### src/rtl/sd_pattern_tx.sv
// Serial pattern transmitter: shifts a captured parallel pattern out MSB-first,
// optionally repeating the frame with an idle gap between repetitions.
module sd_pattern_tx #(
  parameter int unsigned WIDTH    = 8,
  parameter int unsigned REPEAT_W = 4,
  parameter int unsigned GAP_LEN  = 0
) (
  input  logic                clk,
  input  logic                rst_n,
  input  logic                start,
  input  logic                abort,
  input  logic [WIDTH-1:0]    pattern,
  input  logic [REPEAT_W-1:0] repeat_cnt,
  output logic                o,
  output logic                o_valid,
  output logic                busy,
  output logic                done
);

  localparam int unsigned BIT_W    = $clog2(WIDTH);
  localparam int unsigned GAP_W    = (GAP_LEN > 1) ? $clog2(GAP_LEN) : 1;
  localparam int unsigned GAP_LAST = (GAP_LEN > 0) ? GAP_LEN - 1 : 0;
  localparam logic [BIT_W-1:0] BIT_LAST = BIT_W'(WIDTH - 1);

  typedef enum logic [1:0] {
    S_IDLE  = 2'd0,
    S_SHIFT = 2'd1,
    S_GAP   = 2'd2
  } state_e;

  state_e              state_q, state_d;
  logic [WIDTH-1:0]    shift_q, shift_d;
  logic [WIDTH-1:0]    copy_q, copy_d;
  logic [BIT_W-1:0]    bit_q, bit_d;
  logic [REPEAT_W-1:0] frame_q, frame_d;
  logic [GAP_W-1:0]    gap_q, gap_d;
  logic                o_q, o_d;
  logic                valid_q, valid_d;
  logic                busy_q, busy_d;
  logic                done_q, done_d;

  // Next-state logic; o/o_valid/busy/done are computed for the cycle being entered.
  always_comb begin
    state_d = state_q;
    shift_d = shift_q;
    copy_d  = copy_q;
    bit_d   = bit_q;
    frame_d = frame_q;
    gap_d   = gap_q;
    o_d     = 1'b0;
    valid_d = 1'b0;
    busy_d  = 1'b0;
    done_d  = 1'b0;

    case (state_q)
      S_IDLE: begin
        if (start) begin
          state_d = S_SHIFT;
          copy_d  = pattern;
          shift_d = {pattern[WIDTH-2:0], 1'b0};
          frame_d = repeat_cnt;
          bit_d   = '0;
          gap_d   = '0;
          o_d     = pattern[WIDTH-1];
          valid_d = 1'b1;
          busy_d  = 1'b1;
        end
      end

      S_SHIFT: begin
        if (abort) begin
          state_d = S_IDLE;
          bit_d   = '0;
          frame_d = '0;
          gap_d   = '0;
        end else if (bit_q == BIT_LAST) begin
          bit_d = '0;
          if (frame_q != '0) begin
            frame_d = frame_q - 1'b1;
            busy_d  = 1'b1;
            if (GAP_LEN == 0) begin
              shift_d = {copy_q[WIDTH-2:0], 1'b0};
              o_d     = copy_q[WIDTH-1];
              valid_d = 1'b1;
            end else begin
              state_d = S_GAP;
              gap_d   = '0;
            end
          end else begin
            state_d = S_IDLE;
            done_d  = 1'b1;
          end
        end else begin
          shift_d = {shift_q[WIDTH-2:0], 1'b0};
          o_d     = shift_q[WIDTH-1];
          valid_d = 1'b1;
          busy_d  = 1'b1;
          bit_d   = bit_q + 1'b1;
        end
      end

      S_GAP: begin
        if (abort) begin
          state_d = S_IDLE;
          bit_d   = '0;
          frame_d = '0;
          gap_d   = '0;
        end else begin
          busy_d = 1'b1;
          if (gap_q == GAP_W'(GAP_LAST)) begin
            state_d = S_SHIFT;
            gap_d   = '0;
            bit_d   = '0;
            shift_d = {copy_q[WIDTH-2:0], 1'b0};
            o_d     = copy_q[WIDTH-1];
            valid_d = 1'b1;
          end else begin
            gap_d = gap_q + 1'b1;
          end
        end
      end

      default: begin
        state_d = S_IDLE;
        bit_d   = '0;
        frame_d = '0;
        gap_d   = '0;
      end
    endcase
  end

  always_ff @(posedge clk or negedge rst_n) begin
    if (!rst_n) begin
      state_q <= S_IDLE;
      shift_q <= '0;
      copy_q  <= '0;
      bit_q   <= '0;
      frame_q <= '0;
      gap_q   <= '0;
      o_q     <= 1'b0;
      valid_q <= 1'b0;
      busy_q  <= 1'b0;
      done_q  <= 1'b0;
    end else begin
      state_q <= state_d;
      shift_q <= shift_d;
      copy_q  <= copy_d;
      bit_q   <= bit_d;
      frame_q <= frame_d;
      gap_q   <= gap_d;
      o_q     <= o_d;
      valid_q <= valid_d;
      busy_q  <= busy_d;
      done_q  <= done_d;
    end
  end

  assign o       = o_q;
  assign o_valid = valid_q;
  assign busy    = busy_q;
  assign done    = done_q;

endmodule

### config.mk
export PLATFORM = sky130hd
export DESIGN_NAME = sd_pattern_tx
export DESIGN_NICKNAME = d
export VERILOG_FILES = /design/src/rtl/sd_pattern_tx.sv
export SDC_FILE = /design/constraint.sdc
export NUM_CORES = 1
export LEC_CHECK = 0
export ABC_AREA = 1
export ABC_CLOCK_PERIOD_IN_PS = 1500
export BUFFER_PORTS_ARGS = -buffer_cell sky130_fd_sc_hd__buf_2
export CELL_PAD_IN_SITES_DETAIL_PLACEMENT = 1
export CELL_PAD_IN_SITES_GLOBAL_PLACEMENT = 2
export CORE_AREA = 5 5 74 76
export CTS_CLUSTER_DIAMETER = 50
export DETAILED_ROUTE_END_ITERATION = 7
export DIE_AREA = 0 0 79 81
export PLACE_DENSITY = 0.72
export SLEW_MARGIN = 20
export SYNTH_ARGS = -nofsm -noshare
export SYNTH_HDL_FRONTEND = slang
export SYNTH_SLANG_ARGS = --single-unit
### constraint.sdc
create_clock -name clk -period 1.5 [get_ports clk]
set_clock_uncertainty 0.05 [all_clocks]
set_input_delay 0.3 -clock clk [delete_from_list [all_inputs] [get_ports clk]]
set_output_delay 0.3 -clock clk [all_outputs]
set_load 0.03 [all_outputs]
==> results.cfg, run 1 <==
[setup_path]
crit_path_cell_trace = ha_4, ha_4, nand2_2, inv_2, nand4_1, nand2_4, buf_12, nand2_2, nand2_1
startpoint_type = flop
cp_max_fo = 4
crit_slowest_cell = dfrtp_1
r2r-start = bit_q[0]
worstSetupEndpointType = flop
cp_slowest_stage_delay_ns = 0.42
critical_path_class = reg -> reg
startpoint = bit_q[0]
cp.arrival_ns = 1.61
crit_required_ns = 1.62

[floorplanning]
die_x_um = 79
dieArea_sq_um = 6399
core_area_sq_um = 4661
rows = 25
initial_core_util = 0.2894
fp.dieH_um = 81
pin_count = 20

[timing]
worst_pin_slew_ns = 0.6005
hold_ws_ns = -0.02926
finalHoldViolCount = 26
maxSlewViolCount = 0
tns_ns = 0
max_slew_margin = 0.5997
fmax_ghz = 0.6688
fin_crit_sh = 0.9968
rsz0062_at_grt = yes
setup_viol_count_final = 0
fin_crit_ns = 1.495

[run_status]
violations = hold timing
status = complete, but fails checks

[power]
p_clk_frac = 0.260
total_power_uw = 2283
switching_share = 0.3419
p_int_uw = 1502
powerDensity_nw_per_um2 = 1263
seqPwrFrac = 0.422
p_comb_frac = 0.318
netSwitchingPower_uw = 780.4
ir_drop_mv = 0.5794
p_leak_uw = 0.0009433

[yosys]
syn-num-nets = 181
syn-cell-area_sq_um = 1349
ys_seq_area_frac = 0.4824
synth.distinct_cells = 24
postSynthAreaPerCell_sq_um = 8.430
ys_warn_count = 0
syn_inst = 160
synth-seq-cells = 26

[final_layout]
diodes = 0
final_util = 0.3879
layout_commonest_cell = nand2_1
final_layout_size_suffix_gt1_frac = 0.3706
syn2layout_area_growth_pct = 34.04
mostFrequentLayoutCells = 41 x nand2_1, 26 x dfrtp_1, 19 x buf_2, 15 x o21ai_0, 15 x buf_4
nets = 219

[detailed_routing]
dr_total_vias = 1200
ant_nets = 0
drtIter0Drc = 24
via_per_inst = 4.781
dr.pass1.iters = 4
wirelength_um = 3632
route.detailed.drc = 0
wire_per_inst_um = 14.47

[clock_network]
cts.sinks = 26
clockBufferDepth = 2
root_buffer = clkbuf_8
holdBufCountCts = 0
clk_pin_slew_worst_paths_ns = 0.10
htreeDepth = 1
cts_buffers = 3
cts_tree = built
clk_latency_ns = 0.27

[run]
cap_violations = 0

[global_route]
grt_pass1_vias = 1319
grt_overflow_total = 0
gr-usage-met1 = 0.1585
grt_max_degree = 27
busiest_layer = met2
grt_pass1_wl_um = 6168
antenna_found_initial = 0
grtUsageMet2 = 0.2130
grt.total_usage = 0.1229
use_met3 = 0.01774

[placed_design]
place_congestion = 0.7534
port_buffers = 19
dp_hpwl_um = 2648

[hold_path]
min-delay-path-class = in -> async
[worst max-delay path: cells and delay by family, from the launching register on]
family                     cells  cell delay (ns)
DFF                            1             0.42
buffers and inverters          2             0.20
adders and majority gates      2             0.35
and+or+nand+nor                5             0.35
[logic make-up after synthesis]
| kind of cell | share of synthesized area |
|---|---|
| AND/OR/NAND/NOR | 0.2551 |
| AO/OA/AOI/OAI | 0.1419 |
| buffers and inverters | 0.07422 |
| adder cells (fa/ha/maj) | 0.04638 |
| flip-flops | 0.4824 |
[synthesized netlist by cell type, drive strengths merged]
master,count,area share
o22ai,6,0.028
nand4,1,0.0046
nor2,10,0.051
a21oi,1,0.0037
dfrtp,26,0.48
ha,5,0.046
clkinv,1,0.0065
or2,1,0.0046
nand3,4,0.015
o21ai,24,0.097
nor3,1,0.0037
buf,3,0.013
nand2,56,0.18
inv,19,0.055
a22o,2,0.013
[flip-flops by register name, indices dropped and copies added (netlist names)]
name and count:
bit_q 3, copy_q 8, done 1, frame_q 4, o 1, o_valid 1
shift_q 7, state_q 1
[area by class of cell]
type	instances	area (sq um)
tap	54	67.56
timing repair buffer	36	239.0
multi-input combinational	111	691.9
inverter	20	87.58
clock inverter	1	30.03
fill	574	2853
sequential	26	650.6
clock buffer	3	41.29
[metrics by stage]
step           cell area, sq um  setup slack [ns]  hold slack [ns]  std cells
6_report                   1808          0.004860         -0.02926        251
5_1_grt                    1808          -0.05598          0.01335        251
4_1_cts                    1698          -0.02650        0.0002492        249
3_5_place_dp               1584          -0.07280           0.3065        242
3_3_place_gp               1584          -0.05523           0.2990        242
2_1_floorplan              1349           0.01698         -0.04559        160
[power by group through the flow]
stage	clock, uW	combinational, uW	sequential, uW
3_3_place_gp	0	599	957
4_1_cts	611	670	951
2_1_floorplan	0	423	951
3_5_place_dp	0	638	962
6_report	594	725	964
5_1_grt	661	826	982
[routing by layer]
metal / up-vias / wire [um]
met3: 2 / 93
met2: 14 / 1828
li1: 589 / -
met1: 595 / 1685
met5: - / 0
met4: 0 / 23
[timing repair]
action | in CTS | in global routing
resized for setup | 6 | 23
buffers inserted | 3 | 2
pin swaps | 3 | 10
endpoints found under the setup margin | 11 | 14
cloned | 0 | 0
[path summary, 6_finish.rpt]
check | end | cells past startpoint | slack (ns)
max | shift_q[6] | 9 | 0.005
min | copy_q[7] | 1 | -0.03
max reg2reg | shift_q[6] | 9 | 0.005
min reg2reg | shift_q[7] | 2 | 0.44
max in group asynchronous | frame_q[0] | 1 | 1.03
min in group clk | copy_q[7] | 3 | 0.19
Note: power is estimated with default switching activity, not from simulation.
==> inputs of run 2 (changes only) <==
- PLACE_DENSITY: 0.72 -> unset
- PLACE_DENSITY_LB_ADDON: unset -> 0.1
- SLEW_MARGIN: 20 -> unset
==> run 2 against run 1 <==
  * The run ends with setup timing left
  * First-iteration DRC count rose by 130%
  * Via count fell by 3.6%
  * Fmax fell by 0.62%
  * Utilization fell by 0.30 points
  * Highest routed layer unchanged
  * Largest cell class unchanged
  * Largest power group unchanged
==> results.cfg, run 2 (synthesis results as in run 1) <==
[setup_path]
critical_path_class = reg -> reg
worstSetupEndpointType = flop
cp_max_fo = 5
startpoint_type = flop
crit_required_ns = 1.63
cp.arrival_ns = 1.63

[final_layout]
reg.largest.list = copy_q: 8 flops, shift_q: 7 flops, frame_q: 4 flops
layout_commonest_cell = nand2_1
final_util = 0.3850
nets = 219
final_area_sq_um = 1794
largest_reg_flops = 8
nFillCells = 553
syn2layout_area_growth_pct = 33.02
regMostFlops = copy_q
mostFrequentLayoutCells = 36 x nand2_1, 26 x dfrtp_1, 19 x buf_2, 16 x nand2_2, 14 x inv_1
final_layout_size_suffix_gt1_frac = 0.3909
diodes = 0

[power]
powerDensity_nw_per_um2 = 1271
p_comb_frac = 0.317
ir_drop_mv = 0.5059
netSwitchingPower_uw = 772.3
switching_share = 0.3385
p_clk_frac = 0.260
seqPwrFrac = 0.423
p_int_uw = 1509
total_power_uw = 2281
p_leak_uw = 0.0009398

[global_route]
grt_max_degree = 27
grt_pass1_vias = 1234
grt_pass1_wl_um = 5871
grt_overflow_total = 0
antenna_found_initial = 0
grt.total_usage = 0.1176

[timing]
rsz0062_at_grt = yes
fin_ws_ns = -0.004492
worst_pin_slew_ns = 0.6148
fin_crit_sh = 1.003
maxSlewViolCount = 0
tns_ns = -0.004492
fmax_ghz = 0.6647
finalHoldViolCount = 0
max_slew_margin = 0.5901
fin_crit_ns = 1.504
setup_viol_count_final = 1

[run]
cap_violations = 0

[clock_network]
cts_tree = built
clk_latency_ns = 0.27
cts.sinks = 26
clk_pin_slew_worst_paths_ns = 0.10
root_buffer = clkbuf_8
clockBufferDepth = 2
htreeDepth = 1
cts_buffers = 3

[placed_design]
port_buffers = 19
dp_hpwl_um = 2499
place_area_sq_um = 1567
pre_cts_slack_ns = -0.007972
place_congestion = 0.7538

[floorplanning]
initial_core_util = 0.2894
rows = 25
pin_count = 20
fp.dieH_um = 81
core_area_sq_um = 4661
die_x_um = 79
dieArea_sq_um = 6399

[run_status]
status = complete, but fails checks
violations = setup timing

[detailed_routing]
ant_nets = 0
dr_total_vias = 1157
via_per_inst = 4.610
route.detailed.drc = 0
dr.pass1.iters = 4
drtIter0Drc = 54
wire_per_inst_um = 13.82
wirelength_um = 3469

[hold_path]
min-delay-path-class = in -> reg
## run 2: final cells by class
| class | instances | area [sq um] | share of cell area |
|---|---|---|---|
| timing repair buffer | 36 | 252.7 | 0.1409 |
| multi-input combinational | 111 | 666.9 | 0.3717 |
| clock inverter | 1 | 30.03 | 0.01674 |
| tap | 54 | 67.56 | 0.03766 |
| clock buffer | 3 | 41.29 | 0.02301 |
| sequential | 26 | 650.6 | 0.3626 |
| inverter | 20 | 85.08 | 0.04742 |
## run 2: layer usage
layer  wire length (um)  share of wire  GRT usage
met4                 31         0.0089    0.03093
met1               1653           0.48     0.1575
met2               1680           0.48     0.1928
met5                  0              0          0
met3                104          0.030    0.02550
## run 2: what timing repair did
| action | 4_1_cts | 5_1_grt |
|---|---|---|
| setup endpoints to repair | 7 | 13 |
| hold buffers | 1 | 0 |
| gates resized for setup | 3 | 32 |
| pin swaps | 1 | 12 |
| hold endpoints to repair | 18 | 0 |
| buffers inserted | 6 | 2 |
## run 2: power by group through the flow
| stage | Sequential (uW) | Clock (uW) | Combinational (uW) |
|---|---|---|---|
| global placement | 957 | 0 | 594 |
| floorplan | 951 | 0 | 423 |
| CTS | 943 | 614 | 657 |
| global route | 982 | 650 | 821 |
| finish | 964 | 594 | 724 |
| detailed placement | 957 | 0 | 620 |
## run 2: path summary, 6_finish.rpt
path / startpoint / endpoint / slack [ns] / cells past startpoint
max in group asynchronous: rst_n / frame_q[3] / 0.49 / 2
min in group asynchronous: rst_n / copy_q[0] / 0.51 / 2
worst max-delay path: bit_q[1] / shift_q[2] / -0.004 / 9
worst min register to register: shift_q[7] / shift_q[7] / 0.45 / 2
worst min-delay path: pattern[7] / copy_q[7] / 0.20 / 3
worst max register to register: bit_q[1] / shift_q[2] / -0.004 / 9
## run 2: critical path, cell delays in order (launching register included)
cell and delay, ns:
dfrtp_1 0.40, ha_2 0.21, ha_4 0.16, nand2_2 0.06, inv_2 0.04, nand4_1 0.11
nand2_4 0.12, buf_6 0.15, nand2_2 0.06, nand2_2 0.04
## run 2: metrics by stage
stage                     cells  hold WS [ns]
after floorplan             160      -0.04559
after global placement      238        0.3004
after detailed placement    238        0.3042
after CTS                   249        0.1952
after global routing        251        0.2201
final                       251        0.2009
